<file path="src/rtl/rom_saver_pkg.sv">
// Shared types and constants for the save-data uploader: FSM states,
// host file-type codes and the ioctl index each file type maps to.
package rom_saver_pkg;

    typedef enum logic [2:0] {
        ST_IDLE,
        ST_READ,
        ST_WAIT,
        ST_CAPTURE,
        ST_PRESENT
    } state_t;

    localparam logic [2:0]  FT_ROM    = 3'b111;
    localparam logic [2:0]  FT_O      = 3'b010;
    localparam logic [2:0]  FT_P      = 3'b001;

    localparam logic [15:0] IDX_ROM   = 16'h0000;
    localparam logic [15:0] IDX_O     = 16'h001F;
    localparam logic [15:0] IDX_OTHER = 16'h005F;

    localparam int ADDR_W = 22;

    // .p files and unknown types share the same index.
    function automatic logic [15:0] file_index(input logic [2:0] file_type);
        logic [15:0] idx;
        idx = IDX_OTHER;
        case (file_type)
            FT_ROM:  idx = IDX_ROM;
            FT_O:    idx = IDX_O;
            FT_P:    idx = IDX_OTHER;
            default: idx = IDX_OTHER;
        endcase
        return idx;
    endfunction

endpackage

</file>
<file path="src/rtl/rom_saver_if.sv">
// Host-side save-data handshake: upload session level, word request/ack,
// packed word, byte size and file type.
interface rom_saver_if;
    logic        host_savedata_upload;
    logic        host_savedata_req;
    logic        host_savedata_ack;
    logic [31:0] host_savedata;
    logic [15:0] host_savedata_size;
    logic [2:0]  host_file_type;

    modport master (
        output host_savedata_upload,
        output host_savedata_req,
        output host_savedata_size,
        output host_file_type,
        input  host_savedata_ack,
        input  host_savedata
    );

    modport slave (
        input  host_savedata_upload,
        input  host_savedata_req,
        input  host_savedata_size,
        input  host_file_type,
        output host_savedata_ack,
        output host_savedata
    );
endinterface

</file>
<file path="src/rtl/rom_saver_word_packer.sv">
// Four byte lanes assembled big-endian (first byte in [31:24]); lanes not
// written since the last clear read as zero, which pads a short final word.
module word_packer (
    input  logic        clk,
    input  logic        reset_n,
    input  logic        clear,
    input  logic        wr_en,
    input  logic [7:0]  byte_in,
    output logic [31:0] word,
    output logic        last_lane
);

    logic [7:0] lanes [4];
    logic [1:0] lane_sel;

    always_ff @(posedge clk) begin
        if (!reset_n || clear) begin
            for (int i = 0; i < 4; i++) begin
                lanes[i] <= 8'h00;
            end
            lane_sel <= 2'd0;
        end else if (wr_en) begin
            lanes[lane_sel] <= byte_in;
            lane_sel        <= lane_sel + 2'd1;
        end
    end

    assign word      = {lanes[0], lanes[1], lanes[2], lanes[3]};
    assign last_lane = (lane_sel == 2'd3);

endmodule

</file>
<file path="src/rtl/rom_saver.sv">
// Streams host_savedata_size bytes from the ioctl byte port into 32-bit words
// for the host. Define ROM_SAVER_CHECKSUM_EN to add a 16-bit byte-sum output.
//
// state   | meaning
// IDLE    | waiting for a host word request
// READ    | ioctl_rd high for one cycle
// WAIT    | covers the remaining RD_LATENCY-1 cycles
// CAPTURE | byte into next lane, bump address and byte count
// PRESENT | ack high with the packed word until req drops
module rom_saver
    import rom_saver_pkg::*;
#(
    parameter int RD_LATENCY = 1
) (
    input  logic              clk,
    input  logic              reset_n,
    rom_saver_if.slave        host,
    output logic              ioctl_upload,
    output logic [15:0]       ioctl_index,
    output logic              ioctl_rd,
    output logic [26:0]       ioctl_addr,
    input  logic [7:0]        ioctl_din,
    output logic              upload_done
`ifdef ROM_SAVER_CHECKSUM_EN
    ,
    output logic [15:0]       checksum
`endif
);

    state_t            state;
    logic [1:0]        wait_cnt;
    logic [ADDR_W-1:0] addr;
    logic [15:0]       byte_cnt;
    logic [15:0]       byte_cnt_nxt;
    logic              upload_q;
    logic              ack;
    logic [31:0]       word_q;
    logic              rd;
    logic              done;
    logic              restart;
    logic              upload;
    logic              pk_wr;
    logic              pk_clear;
    logic              pk_last;
    logic [31:0]       pk_word;
`ifdef ROM_SAVER_CHECKSUM_EN
    logic [15:0]       sum;
`endif

    assign upload       = host.host_savedata_upload;
    assign restart      = upload && !upload_q;
    assign byte_cnt_nxt = byte_cnt + 16'd1;

    assign pk_wr    = (state == ST_CAPTURE) && upload && !restart;
    assign pk_clear = restart
                   || ((state == ST_PRESENT) && ack && !host.host_savedata_req && upload);

    word_packer u_packer (
        .clk       (clk),
        .reset_n   (reset_n),
        .clear     (pk_clear),
        .wr_en     (pk_wr),
        .byte_in   (ioctl_din),
        .word      (pk_word),
        .last_lane (pk_last)
    );

    always_ff @(posedge clk) begin
        if (!reset_n) begin
            state    <= ST_IDLE;
            wait_cnt <= 2'd0;
            addr     <= '0;
            byte_cnt <= 16'd0;
            upload_q <= 1'b0;
            ack      <= 1'b0;
            word_q   <= 32'd0;
            rd       <= 1'b0;
            done     <= 1'b1;
`ifdef ROM_SAVER_CHECKSUM_EN
            sum      <= 16'd0;
`endif
        end else begin
            upload_q <= upload;
            rd       <= 1'b0;
            if (restart) begin
                state    <= ST_IDLE;
                ack      <= 1'b0;
                addr     <= '0;
                byte_cnt <= 16'd0;
                done     <= (host.host_savedata_size == 16'd0);
`ifdef ROM_SAVER_CHECKSUM_EN
                sum      <= 16'd0;
`endif
            end else if (!upload) begin
                state <= ST_IDLE;
                ack   <= 1'b0;
            end else begin
                case (state)
                    ST_IDLE: begin
                        if (host.host_savedata_req) begin
                            if (done) begin
                                state <= ST_PRESENT;
                            end else begin
                                state <= ST_READ;
                                rd    <= 1'b1;
                            end
                        end
                    end
                    ST_READ: begin
                        if (RD_LATENCY > 1) begin
                            state    <= ST_WAIT;
                            wait_cnt <= 2'(RD_LATENCY - 2);
                        end else begin
                            state <= ST_CAPTURE;
                        end
                    end
                    ST_WAIT: begin
                        if (wait_cnt == 2'd0) begin
                            state <= ST_CAPTURE;
                        end else begin
                            wait_cnt <= wait_cnt - 2'd1;
                        end
                    end
                    ST_CAPTURE: begin
                        addr     <= addr + 1'b1;
                        byte_cnt <= byte_cnt_nxt;
`ifdef ROM_SAVER_CHECKSUM_EN
                        sum      <= sum + 16'(ioctl_din);
`endif
                        if (byte_cnt_nxt == host.host_savedata_size) begin
                            done <= 1'b1;
                        end
                        if (pk_last || (byte_cnt_nxt == host.host_savedata_size)) begin
                            state <= ST_PRESENT;
                        end else begin
                            state <= ST_READ;
                            rd    <= 1'b1;
                        end
                    end
                    ST_PRESENT: begin
                        // First cycle latches the word; ack then holds it steady.
                        if (!ack) begin
                            ack    <= 1'b1;
                            word_q <= pk_word;
                        end else if (!host.host_savedata_req) begin
                            ack   <= 1'b0;
                            state <= ST_IDLE;
                        end
                    end
                    default: state <= ST_IDLE;
                endcase
            end
        end
    end

    always_comb begin
        ioctl_index = file_index(host.host_file_type);
    end

    assign ioctl_upload           = upload;
    assign ioctl_rd               = rd;
    assign ioctl_addr             = {5'b0, addr};
    assign upload_done            = done;
    assign host.host_savedata_ack = ack;
    assign host.host_savedata     = word_q;
`ifdef ROM_SAVER_CHECKSUM_EN
    assign checksum               = sum;
`endif

endmodule

</file>
<file path="src/flat_wrapper.sv">
// flat-port wrapper written by rule: the top's interface ports become plain ports
module rom_saver_flat import rom_saver_pkg::*;
#(
    parameter int RD_LATENCY = 1
)
  (clk, reset_n, ioctl_upload, ioctl_index, ioctl_rd, ioctl_addr, ioctl_din, upload_done, host_host_savedata_upload, host_host_savedata_req, host_host_savedata_size, host_host_file_type, host_host_savedata_ack, host_host_savedata);
  rom_saver_if host_i ();
  input  logic clk;
  input  logic reset_n;
  output logic ioctl_upload;
  output logic [15:0] ioctl_index;
  output logic ioctl_rd;
  output logic [26:0] ioctl_addr;
  input  logic [7:0] ioctl_din;
  output logic upload_done;
  input wire logic [$bits(host_i.host_savedata_upload)-1:0] host_host_savedata_upload;
  input wire logic [$bits(host_i.host_savedata_req)-1:0] host_host_savedata_req;
  input wire logic [$bits(host_i.host_savedata_size)-1:0] host_host_savedata_size;
  input wire logic [$bits(host_i.host_file_type)-1:0] host_host_file_type;
  output wire logic [$bits(host_i.host_savedata_ack)-1:0] host_host_savedata_ack;
  output wire logic [$bits(host_i.host_savedata)-1:0] host_host_savedata;
  assign host_i.host_savedata_upload = host_host_savedata_upload;
  assign host_i.host_savedata_req = host_host_savedata_req;
  assign host_i.host_savedata_size = host_host_savedata_size;
  assign host_i.host_file_type = host_host_file_type;
  assign host_host_savedata_ack = host_i.host_savedata_ack;
  assign host_host_savedata = host_i.host_savedata;
  rom_saver #(.RD_LATENCY(RD_LATENCY)) u_core (.clk(clk), .reset_n(reset_n), .host(host_i), .ioctl_upload(ioctl_upload), .ioctl_index(ioctl_index), .ioctl_rd(ioctl_rd), .ioctl_addr(ioctl_addr), .ioctl_din(ioctl_din), .upload_done(upload_done));
endmodule
</file>
<file path="config.mk">
export PLATFORM = sky130hd
export DESIGN_NAME = rom_saver_flat
export DESIGN_NICKNAME = d
export VERILOG_FILES = /design/src/rtl/rom_saver_pkg.sv /design/src/rtl/rom_saver_if.sv /design/src/rtl/rom_saver_word_packer.sv /design/src/rtl/rom_saver.sv /design/src/flat_wrapper.sv
export SDC_FILE = /design/constraint.sdc
export NUM_CORES = 1
export LEC_CHECK = 0
export BUFFER_PORTS_ARGS = -buffer_cell sky130_fd_sc_hd__buf_2
export CORE_MARGIN = 1.5
export CORE_UTILIZATION = 35
export CTS_CLUSTER_DIAMETER = 150
export DETAILED_ROUTE_END_ITERATION = 8
export PLACE_DENSITY = 0.55
export SETUP_SLACK_MARGIN = 0.05
export SLEW_MARGIN = 20
export SYNTH_ARGS = -nofsm -noshare
export SYNTH_HDL_FRONTEND = slang
export SYNTH_HIERARCHICAL = 1
export SYNTH_SLANG_ARGS = --single-unit
</file>
<file path="constraint.sdc">
create_clock -name clk -period 4.05 [get_ports clk]
set_clock_uncertainty 0.2 [all_clocks]
set_input_delay 1.215 -clock clk [delete_from_list [all_inputs] [get_ports clk]]
set_output_delay 1.215 -clock clk [all_outputs]
set_load 0.03 [all_outputs]
</file>
==> out/metrics.yaml, run 1 <==
status: "completed"
finalHoldViolCount: 0
syn-mean-instance-area_um2: 9.399
synth_edf_count: 32
finalCriticalPeriod_ns: 3.171
drc_errors: 0
syn_area_um2: 5339
cp.required_ns: 4.12
final-setup-viol-count: 0
cts_hold_buf: 0
end_kind: "register"
ff2ff_setup_slack_ns: 0.88
cts_tree: "done"
pin_count: 110
grt_max_degree: 40
drive_above_1_share_pct: 22.21
finalPower_mw: 2.756
clockBufferDepth: 2
max_freq_mhz: 315.4
crit_start: "u_core/byte_cnt[0]$_SDFFE_PP0P_"
drt_iter0_drc: 274
antenna_found_initial: 0
start_util_pct: 36.32
core_area_um2: 14700
synth_cell_types: 57
slew-limit-headroom_pct: 50.13
std_cell_rows: 44
ant_nets: 0
vias: 4194
io_buffers: 94
clockRootBuffer: "clkbuf_16"
powerDensity_nw_per_um2: 428.1
yosys.area.top_type: "dfxtp_1"
syn_inst: 568
area_growth_pct: 20.60
maxCapViolCount: 0
worstMarginPinSlew_ns: 0.7430
cp.arrival_ns: 3.24
postCtsSetupRepairBufs: 0
synth_top_area_share_pct: 30.37
synth.area.top_cells: "dfxtp_1 30%, edfxtp_1 18%, nand2_1 5.9%"
rsz0062_at_grt: "no"
via_per_inst: 4.957
die-height_um: 126.5
die_area_um2: 16000
finalCritPeriodShare_pct: 78.29
finalWeightedCongestion: 0.8643
maxSlewViolCount: 0
grt_overflow: 0
async_reset_ff_share_pct: 0
drt_first_pass_iters: 4
hp-class: "register to register"
cp-start-kind: "register"
cts.clk_slew.worst_paths_ns: 0.05
endpoint: "u_core/state[0]$_SDFFE_PP0P_"
n_antenna_cell: 0
first_global_vias: 3924
p_leak_nw: 2.591
holdWs_ns: 0.2557
cts_sinks: 113
cts_buffers: 17
synthFlopType: "dfxtp_1"
yosysSeqAreaShare_pct: 48.37
yosys_warnings: 6
final_nets: 684
ir_worst_vdd_mv: 0.3910
ys_seq_elements: 113
dpl.hpwl_mm: 8.296
r2r-start: "u_core/byte_cnt[0]$_SDFFE_PP0P_"
fp.dieW_um: 126.5
yosysMostFrequentCell: "nand2_1"
track_usage_pct: 15.48
reg2reg_depth: 8
htreeDepth: 4
postRouteWirelength_mm: 11.78
clock_insertion_delay_worst_skew_ns: 0.40
worstSetupPathType: "register to register"
synthTopCellsByCount: "84 x nand2_1, 81 x dfxtp_1, 48 x nor2_1"
wl_per_cell_um: 13.92
r2r-end: "u_core/state[0]$_SDFFE_PP0P_"
grt_pass1_wl_mm: 19.53
cts_resized: 0
path_max_fanout: 11
tns_ns: 0
power by group:
| group | internal (mW) | total, mW | switching, mW |
|---|---|---|---|
| clock | 0.951 | 1.45 | 0.496 |
| sequential | 1.18 | 1.19 | 0.00674 |
| combinational | 0.0378 | 0.122 | 0.0843 |
| total | 2.17 | 2.76 | 0.587 |
flip-flops by register name, indices dropped and copies added, names as in the netlist:
| register | count |
|---|---|
| u_core/ioctl_rd | 1 |
| u_core/host.host_savedata | 32 |
| u_core/u_packer/lane_sel | 2 |
| u_core/addr | 22 |
| u_core/state | 3 |
| u_core/wait_cnt | 2 |
| u_core/upload_done | 1 |
| u_core/upload_q | 1 |
| u_core/u_packer/lanes | 32 |
| u_core/byte_cnt | 16 |
| u_core/host.host_savedata_ack | 1 |
kinds of logic after synthesis:
family                     share of synthesized area, %
and+or+nand+nor                                   26.44
adders and majority gates                        0.9375
other                                           0.07024
DFF                                               48.37
muxes                                            0.1875
AOI/OAI and AO/OA                                 8.906
xor gates and xnor gates                          9.187
buffers and inverters                             5.906
critical path, stage by stage, from the launching register on:
cell	delay (ns)
dfxtp_1	0.48
ha_1	0.28
nand3_1	0.35
nor4b_1	0.47
a2bb2oi_1	0.13
a311o_1	0.34
or4b_4	0.57
nand4_1	0.14
a2111oi_1	0.09
metal layers:
layer / track usage [%] / share of wire [%]
met1: 19.31 / 47
met2: 25.30 / 48
met3: 4.892 / 4.9
met4: 5.477 / 0.40
met5: 0 / 0
area by class of cell:
type                       instances  area (um2)
fill                            1412        8260
sequential                       113        2582
multi-input combinational        411        2504
timing repair buffer             100       515.5
clock buffer                      22       475.5
tap                              184       230.2
clock inverter                    10       108.9
inverter                           6       22.52
worst min-delay path by stage:
stage               cells past startpoint                                       start                                    endpoint  slack, ns
finish                                  2  u_core/host.host_savedata[13]$_SDFFE_PN0P_  u_core/host.host_savedata[13]$_SDFFE_PN0P_       0.26
global route                            2  u_core/host.host_savedata[13]$_SDFFE_PN0P_  u_core/host.host_savedata[13]$_SDFFE_PN0P_       0.27
CTS                                     2  u_core/host.host_savedata[13]$_SDFFE_PN0P_  u_core/host.host_savedata[13]$_SDFFE_PN0P_       0.26
detailed placement                      2  u_core/host.host_savedata[13]$_SDFFE_PN0P_  u_core/host.host_savedata[13]$_SDFFE_PN0P_       0.26
global placement                        2  u_core/host.host_savedata[16]$_SDFFE_PN0P_  u_core/host.host_savedata[16]$_SDFFE_PN0P_       0.25
floorplan                               2       u_core/u_packer/lanes[3][0]$_DFFE_PP_   u_core/host.host_savedata[0]$_SDFFE_PN0P_       0.30
placed cells by master (no fill, tap or decap), drive strengths merged, types with 2 or more instances in the layout:
| cell type | count |
|---|---|
| clkbuf | 22 |
| a21oi | 11 |
| inv | 6 |
| nand2b | 6 |
| and4 | 3 |
| a21boi | 32 |
| nor3 | 5 |
| and3 | 41 |
| and3b | 2 |
| o21ai | 13 |
| nand3b | 4 |
| a21o | 2 |
| and2 | 5 |
| nand4 | 11 |
| nand3 | 24 |
| edfxtp | 32 |
| dfxtp | 81 |
| or4b | 2 |
| or4 | 2 |
| clkinv | 5 |
| clkinvlp | 3 |
| nor2 | 49 |
| o211ai | 3 |
| xnor2 | 30 |
| a31oi | 2 |
| nor3b | 2 |
| o31a | 2 |
| conb | 15 |
| buf | 100 |
| nor2b | 3 |
| or3 | 8 |
| xor2 | 26 |
| nor4 | 11 |
| bufinv | 2 |
| nand2 | 84 |
| ha | 4 |
metrics by stage:
step	instance area, um2	std cells	worst slack (ns)	utilization (%)
after floorplan	5391	582	0.8025	-
after global placement	5853	814	0.6930	39.82
after detailed placement	5853	814	0.6211	39.82
after CTS	6437	846	0.9186	43.79
after global routing	6439	846	0.6529	43.80
final	6439	846	0.8791	43.80
Power figures use the tool's default switching activity.
==> run 2, diff against run 1 <==
--- a/config.mk
+++ b/config.mk
@@ -5,6 +5,7 @@
 export SDC_FILE = /design/constraint.sdc
 export NUM_CORES = 1
 export LEC_CHECK = 0
+export ABC_AREA = 1
 export BUFFER_PORTS_ARGS = -buffer_cell sky130_fd_sc_hd__buf_2
 export CORE_MARGIN = 1.5
 export CORE_UTILIZATION = 35
==> constraint.sdc (replaced) <==
create_clock -name clk -period 3.1 [get_ports clk]
set_clock_uncertainty 0.2 [all_clocks]
set_input_delay 0.93 -clock clk [delete_from_list [all_inputs] [get_ports clk]]
set_output_delay 0.93 -clock clk [all_outputs]
set_load 0.03 [all_outputs]
==> out/metrics.yaml, run 2 <==
status: "completed"
powerDensity_nw_per_um2: 525.8  # +23%
power_frac_clock_pct: 50.9  # -1.6 points
finalPower_mw: 3.549  # +29%
io_buffers: 94  # unchanged
path_max_fanout: 2  # -9
slew-limit-headroom_pct: 37.69  # -12 points
worstMarginPinSlew_ns: 0.9336  # +0.1906 ns
synth_top_area_share_pct: 29.10  # -1.3 points
yosysSeqAreaShare_pct: 46.34  # -2.0 points
cts_hold_buf: 0  # unchanged
maxCapViolCount: 0  # unchanged
p_int_mw: 2.696  # +24%
synth_cell_types: 38  # -33%
drt_iter0_drc: 222  # -19%
clockBufferDepth: 2  # unchanged
die-height_um: 129.2  # +2.1%
postCtsSetupRepairBufs: 0  # unchanged
synth.area.top_cells: "dfxtp_1 29%, edfxtp_1 17%, nor2_1 8.8%"
maxSlewViolCount: 0  # unchanged
cp.arrival_ns: 1.46  # -1.78 ns
yosys.area_share.simple_pct: 31.16  # +4.7 points
path_cells: "buf_2 -> nand2_1 -> inv_1 -> o21ai_0 -> buf_2"
tns_ns: 0  # unchanged
drt_first_pass_iters: 4  # unchanged
postRouteWirelength_mm: 12.96  # +10%
start_util_pct: 36.26  # -0.065 points
setup_ws_ns: 0.5061  # -0.3730 ns
syn_area_um2: 5573  # +4.4%
core_area_um2: 15370  # +4.6%
worstSetupPathType: "input pin to output pin"
ys_seq_elements: 113  # unchanged
placed_cell_area_um2: 6202  # +6.0%
final-setup-viol-count: 0  # unchanged
vias: 4769  # +14%
finalHoldViolCount: 0  # unchanged
fp.dieW_um: 129.2  # +2.1%
die_area_um2: 16690  # +4.3%
finalCriticalPeriod_ns: 2.594
power_frac_seq_pct: 43.8  # +0.7 points
yosys_warnings: 6  # unchanged
muxShareOfSynthArea_pct: 0  # -0.19 points
area_growth_pct: 21.13
cp-start-kind: "input pin"
grt_max_degree: 33  # -18%
track_usage_pct: 16.39  # +0.91 points
cts.clk_slew.worst_paths_ns: 0.05  # about the same
std_cell_rows: 45  # +2.3%
dpl.hpwl_mm: 9.320  # +12%
n_antenna_cell: 0  # unchanged
yosys.area.top_type: "dfxtp_1"
first_global_vias: 4314  # +9.9%
syn-mean-instance-area_um2: 7.687  # -18%
synth_compound_area_share_pct: 9.722  # +0.82 points
final_cell_area_um2: 6750  # +4.8%
via_per_inst: 4.555  # -8.1%
synth_top_family_by_area: "simple AND/OR/NAND/NOR gates"
pwr-share-comb_pct: 5.3  # +0.9 points
finalCritPeriodShare_pct: 83.67
ir_worst_vdd_mv: 0.4003  # +2.4%
hp-class: "register to register"
crit_path_max_incr_delay_ns: 0.21  # -0.36 ns
ant_nets: 0  # unchanged
syn_inst: 725  # +28%
cts_buffers: 17  # unchanged
end_kind: "output pin"
p_sw_share_pct: 24.03  # +2.7 points
pin_count: 110  # unchanged
final_nets: 858  # +25%
dp_slack_ns: 0.2762  # -0.3449 ns
yosysMostFrequentCell: "nor2_1"
layout_common_cells: "131 x nor2_1, 120 x nand2_1, 94 x buf_2, 90 x inv_1, 81 x dfxtp_1"
final_common_cell: "nor2_1"
async_reset_ff_share_pct: 0  # unchanged
crit_top_cell: "buf_2"
final_util_pct: 43.92  # +0.11 points
cp.required_ns: 1.97  # -2.15 ns
htreeDepth: 4  # unchanged
drc_errors: 0  # unchanged
cts_tree: "done"
antenna_found_initial: 0  # unchanged
synth_xor_area_share_pct: 1.504  # -7.7 points
max_freq_mhz: 385.5
wl_per_cell_um: 12.38  # -11%
synthTopCellsByCount: "131 x nor2_1, 120 x nand2_1, 90 x inv_1"
p_leak_nw: 3.118  # +20%
slowest_stage: "buf_2"
grt_pass1_wl_mm: 21.25  # +8.8%
cts_resized: 0  # unchanged
cts_sinks: 113  # unchanged
synth_edf_count: 32  # unchanged
clock_insertion_delay_worst_skew_ns: 0.41  # about the same
synth-adder-area-share_pct: 0.8981  # -0.039 points
finalWeightedCongestion: 0.7898  # -8.6%
switching_power_mw: 0.8527  # +45%
rsz0062_at_grt: "no"
drive_above_1_share_pct: 21.29  # -0.91 points
clockRootBuffer: "clkbuf_16"
synthFlopType: "dfxtp_1"
grt_overflow: 0  # unchanged
run 2: cell families (layout without fill, tap and decap cells):
group                    after synthesis  after routing
AND/OR/NAND/NOR                      368            368
other                                  1             15
flip-flops                           113            113
buffers and inverters                131            228
AO/OA/AOI/OAI                        100            100
XOR/XNOR                               8              8
adder cells (fa/ha/maj)                4              4
run 2: metrics by stage:
stage               hold slack, ns  std cells
CTS                         0.2648       1047
global route                0.2940       1047
floorplan                   0.2332        739
finish                      0.2630       1047
detailed placement          0.2570       1015
global placement            0.2517       1015
run 2: final cells by class:
cell class	instances	area (um2)
tap	211	264.0
clock inverter	13	115.1
sequential	113	2582
multi-input combinational	495	2469
timing repair buffer	103	538.0
fill	1595	8621
inverter	93	349.1
clock buffer	19	432.9
run 2: metal layers:
layer | GRT usage (%) | up-vias | wire, um | part of all wire (%)
li1 | - | 2519 | - | -
met1 | 21.66 | 2143 | 6407 | 49
met2 | 26.35 | 100 | 5923 | 46
met3 | 4.046 | 7 | 533 | 4.1
met4 | 5.354 | 0 | 99 | 0.76
met5 | 0 | - | 0 | 0
run 2: worst paths after layout:
check                                                       end  slack [ns]                       startpoint  depth (start not counted)
worst min register to register  u_core/wait_cnt[1]$_SDFFE_PN0P_        0.26  u_core/wait_cnt[1]$_SDFFE_PN0P_                          2
worst max-delay path                             ioctl_index[6]        0.51           host_host_file_type[0]                          5
worst max register to register     u_core/state[2]$_SDFFE_PP0P_        0.67  u_core/byte_cnt[0]$_SDFFE_PP0P_                         13
worst min-delay path            u_core/wait_cnt[1]$_SDFFE_PN0P_        0.26  u_core/wait_cnt[1]$_SDFFE_PN0P_                          2
run 2: power by group through the flow:
stage | clock network (mW) | logic [mW] | registers (mW)
2_1_floorplan | 0 | 0.129 | 1.59
3_3_place_gp | 0 | 0.188 | 1.59
3_5_place_dp | 0 | 0.187 | 1.59
4_1_cts | 1.85 | 0.188 | 1.56
5_1_grt | 1.93 | 0.205 | 1.56
6_report | 1.81 | 0.186 | 1.56
run 2: critical path: cells and delay by family:
family | cells | cell delay [ns]
and+or+nand+nor | 1 | 0.05
buffers and inverters | 3 | 0.35
AOI/OAI and AO/OA | 1 | 0.12
==> run 3, diff against run 2 <==
--- a/config.mk
+++ b/config.mk
@@ -5,13 +5,13 @@
 export SDC_FILE = /design/constraint.sdc
 export NUM_CORES = 1
 export LEC_CHECK = 0
-export ABC_AREA = 1
+export ABC_AREA = 0
 export BUFFER_PORTS_ARGS = -buffer_cell sky130_fd_sc_hd__buf_2
 export CORE_MARGIN = 1.5
 export CORE_UTILIZATION = 35
 export CTS_CLUSTER_DIAMETER = 150
 export DETAILED_ROUTE_END_ITERATION = 8
-export PLACE_DENSITY = 0.55
+export PLACE_DENSITY = 0.57
 export SETUP_SLACK_MARGIN = 0.05
 export SLEW_MARGIN = 20
 export SYNTH_ARGS = -nofsm -noshare
==> constraint.sdc (replaced) <==
create_clock -name clk -period 2.2 [get_ports clk]
set_clock_uncertainty 0.2 [all_clocks]
set_input_delay 0.66 -clock clk [delete_from_list [all_inputs] [get_ports clk]]
set_output_delay 0.66 -clock clk [all_outputs]
set_load 0.03 [all_outputs]
==> out/metrics.yaml, run 3 (same netlist as run 1, synthesis figures left out) <==
status: "finished with violations"
violations: "setup timing"
cp_num_buf_inv: 1  # -2
rsz0062_at_grt: "yes"
p_sw_share_pct: 20.04  # -4.0 points
antenna_found_initial: 0  # unchanged
die-height_um: 126.5  # -2.1%
m1WireLength_mm: 5.548  # -13%
clock_insertion_delay_worst_skew_ns: 0.41  # about the same
cp.arrival_ns: 2.63  # +1.17 ns
ir_worst_vdd_mv: 0.5054  # +26%
n_antenna_cell: 0  # unchanged
area_growth_pct: 35.51
postRouteWirelength_mm: 12.31  # -5.0%
final_cells: 919  # -12%
dpl.hpwl_mm: 9.041  # -3.0%
crit_family: "simple AND/OR/NAND/NOR gates"
maxCapViolCount: 0  # unchanged
layout_common_cells: "94 x buf_2, 84 x nand2_1, 77 x dfxtp_1, 73 x buf_4, 46 x nor2_1"
first_global_vias: 4254  # -1.4%
grt_max_degree: 33  # unchanged
cts.clk_slew.worst_paths_ns: 0.05  # about the same
final_nets: 757  # -12%
path_cells: "ha_4 -> buf_4 -> and3_4 -> nor2_1 -> o211ai_1 -> a311o_1 -> or4b_4 -> nand4_1 -> a2111oi_1"
die_area_um2: 16000  # -4.1%
cts_sinks: 113  # unchanged
worstSetupPathType: "register to register"
pin_count: 110  # unchanged
htreeDepth: 4  # unchanged
final-setup-viol-count: 4  # +4
track_usage_pct: 16.00  # -0.40 points
p_leak_nw: 3.030  # -2.8%
drive_above_1_share_pct: 33.20  # +12 points
start_util_pct: 36.32  # +0.065 points
crit_path_max_incr_delay_ns: 0.57  # +0.36 ns
finalHoldViolCount: 0  # unchanged
wl_met2_mm: 5.925  # about the same
grt_pass1_wl_mm: 20.22  # -4.8%
final_cell_area_um2: 7234  # +7.2%
finalWeightedCongestion: 0.8827  # +12%
met3_length_um: 604  # +13%
final_common_cell: "buf_2"
max_freq_mhz: 393.6
place_inst: 883  # -13%
setup_ws_ns: -0.3407  # -0.8468 ns
via_per_inst: 4.819  # +5.8%
end_kind: "register"
cp-start-kind: "register"
drt_first_pass_iters: 4  # unchanged
clockRootBuffer: "clkbuf_16"
slowest_stage: "or4b_4"
power_frac_seq_pct: 39.8  # -4.0 points
finalCritPeriodShare_pct: 115.5
power_frac_clock_pct: 55.6  # +4.7 points
cts_buffers: 17  # unchanged
placed_cell_area_um2: 6467  # +4.3%
pwr-share-comb_pct: 4.6  # -0.7 points
io_buffers: 94  # unchanged
drc_errors: 0  # unchanged
fp.dieW_um: 126.5  # -2.1%
switching_power_mw: 1.098  # +29%
clockBufferDepth: 2  # unchanged
std_cell_rows: 44  # -2.2%
cp.required_ns: 2.29  # +0.32 ns
hp-class: "register to register"
ant_nets: 0  # unchanged
p_int_mw: 4.381  # +62%
powerDensity_nw_per_um2: 757.4  # +44%
drt_iter0_drc: 180  # -19%
wl_per_cell_um: 13.40  # +8.2%
grt_overflow: 0  # unchanged
maxSlewViolCount: 0  # unchanged
cts_hold_buf: 0  # unchanged
finalCriticalPeriod_ns: 2.541
cts_tree: "done"
top_layer: "met4"
path_max_fanout: 4  # +2
vias: 4429  # -7.1%
core_area_um2: 14700  # -4.4%
-- run 3: per-layer routing --
layer | vias up | global-route usage (%)
met5 | - | 0
met4 | 0 | 6.897
met3 | 15 | 3.796
met2 | 123 | 27.48
met1 | 2052 | 19.14
li1 | 2239 | -
-- run 3: metrics by stage --
step	power [mW]	util (%)	setup slack, ns	setup TNS, ns	hold WS (ns)
floorplan	2.397	-	-0.3464	-1.201	0.2904
global placement	2.472	44.00	-0.5424	-2.510	0.2480
detailed placement	2.476	44.00	-0.6382	-3.159	0.2534
CTS	5.546	48.87	-0.3513	-1.174	0.2603
global route	5.678	49.22	-0.4469	-2.612	0.2820
finish	5.479	49.22	-0.3407	-1.127	0.2549
-- run 3: layout make-up --
cell class	instances	area, um2
Multi-Input combinational cell	411	2611
Fill cell	1404	7465
Timing Repair Buffer	173	1112
Clock buffer	22	484.2
Clock inverter	10	178.9
Sequential cell	113	2595
Tap cell	184	230.2
Inverter	6	22.52
-- run 3: final timing paths --
kind,from,endpoint,slack [ns],cells after the start
max,u_core/byte_cnt[0]$_SDFFE_PP0P_,u_core/state[0]$_SDFFE_PP0P_,-0.34,9
min,u_core/host.host_savedata[12]$_SDFFE_PN0P_,u_core/host.host_savedata[12]$_SDFFE_PN0P_,0.25,2
max reg2reg,u_core/byte_cnt[0]$_SDFFE_PP0P_,u_core/state[0]$_SDFFE_PP0P_,-0.34,9
min reg2reg,u_core/host.host_savedata[12]$_SDFFE_PN0P_,u_core/host.host_savedata[12]$_SDFFE_PN0P_,0.25,2
-- run 3: what timing repair did --
item / 4_1_cts / 5_1_grt
setup endpoints to repair: 4 / 71
buffers inserted: 0 / 4
resized for setup: 13 / 5
pin swaps: 3 / 1
-- run 3: power by group through the flow --
| stage | Sequential [mW] | Clock [mW] | Combinational [mW] |
|---|---|---|---|
| after floorplan | 2.23 | 0 | 0.172 |
| after global placement | 2.23 | 0 | 0.246 |
| after detailed placement | 2.23 | 0 | 0.250 |
| after CTS | 2.18 | 3.11 | 0.252 |
| after global routing | 2.18 | 3.22 | 0.273 |
| final | 2.18 | 3.04 | 0.254 |
-- run 3: worst register-to-register path: cells and delay by family (launching register included) --
| kind | cells | cell delay, ns |
|---|---|---|
| flip-flops | 1 | 0.35 |
| AO/OA/AOI/OAI | 3 | 0.56 |
| AND/OR/NAND/NOR | 4 | 0.98 |
| adder cells (fa/ha/maj) | 1 | 0.16 |
| buffers and inverters | 1 | 0.14 |
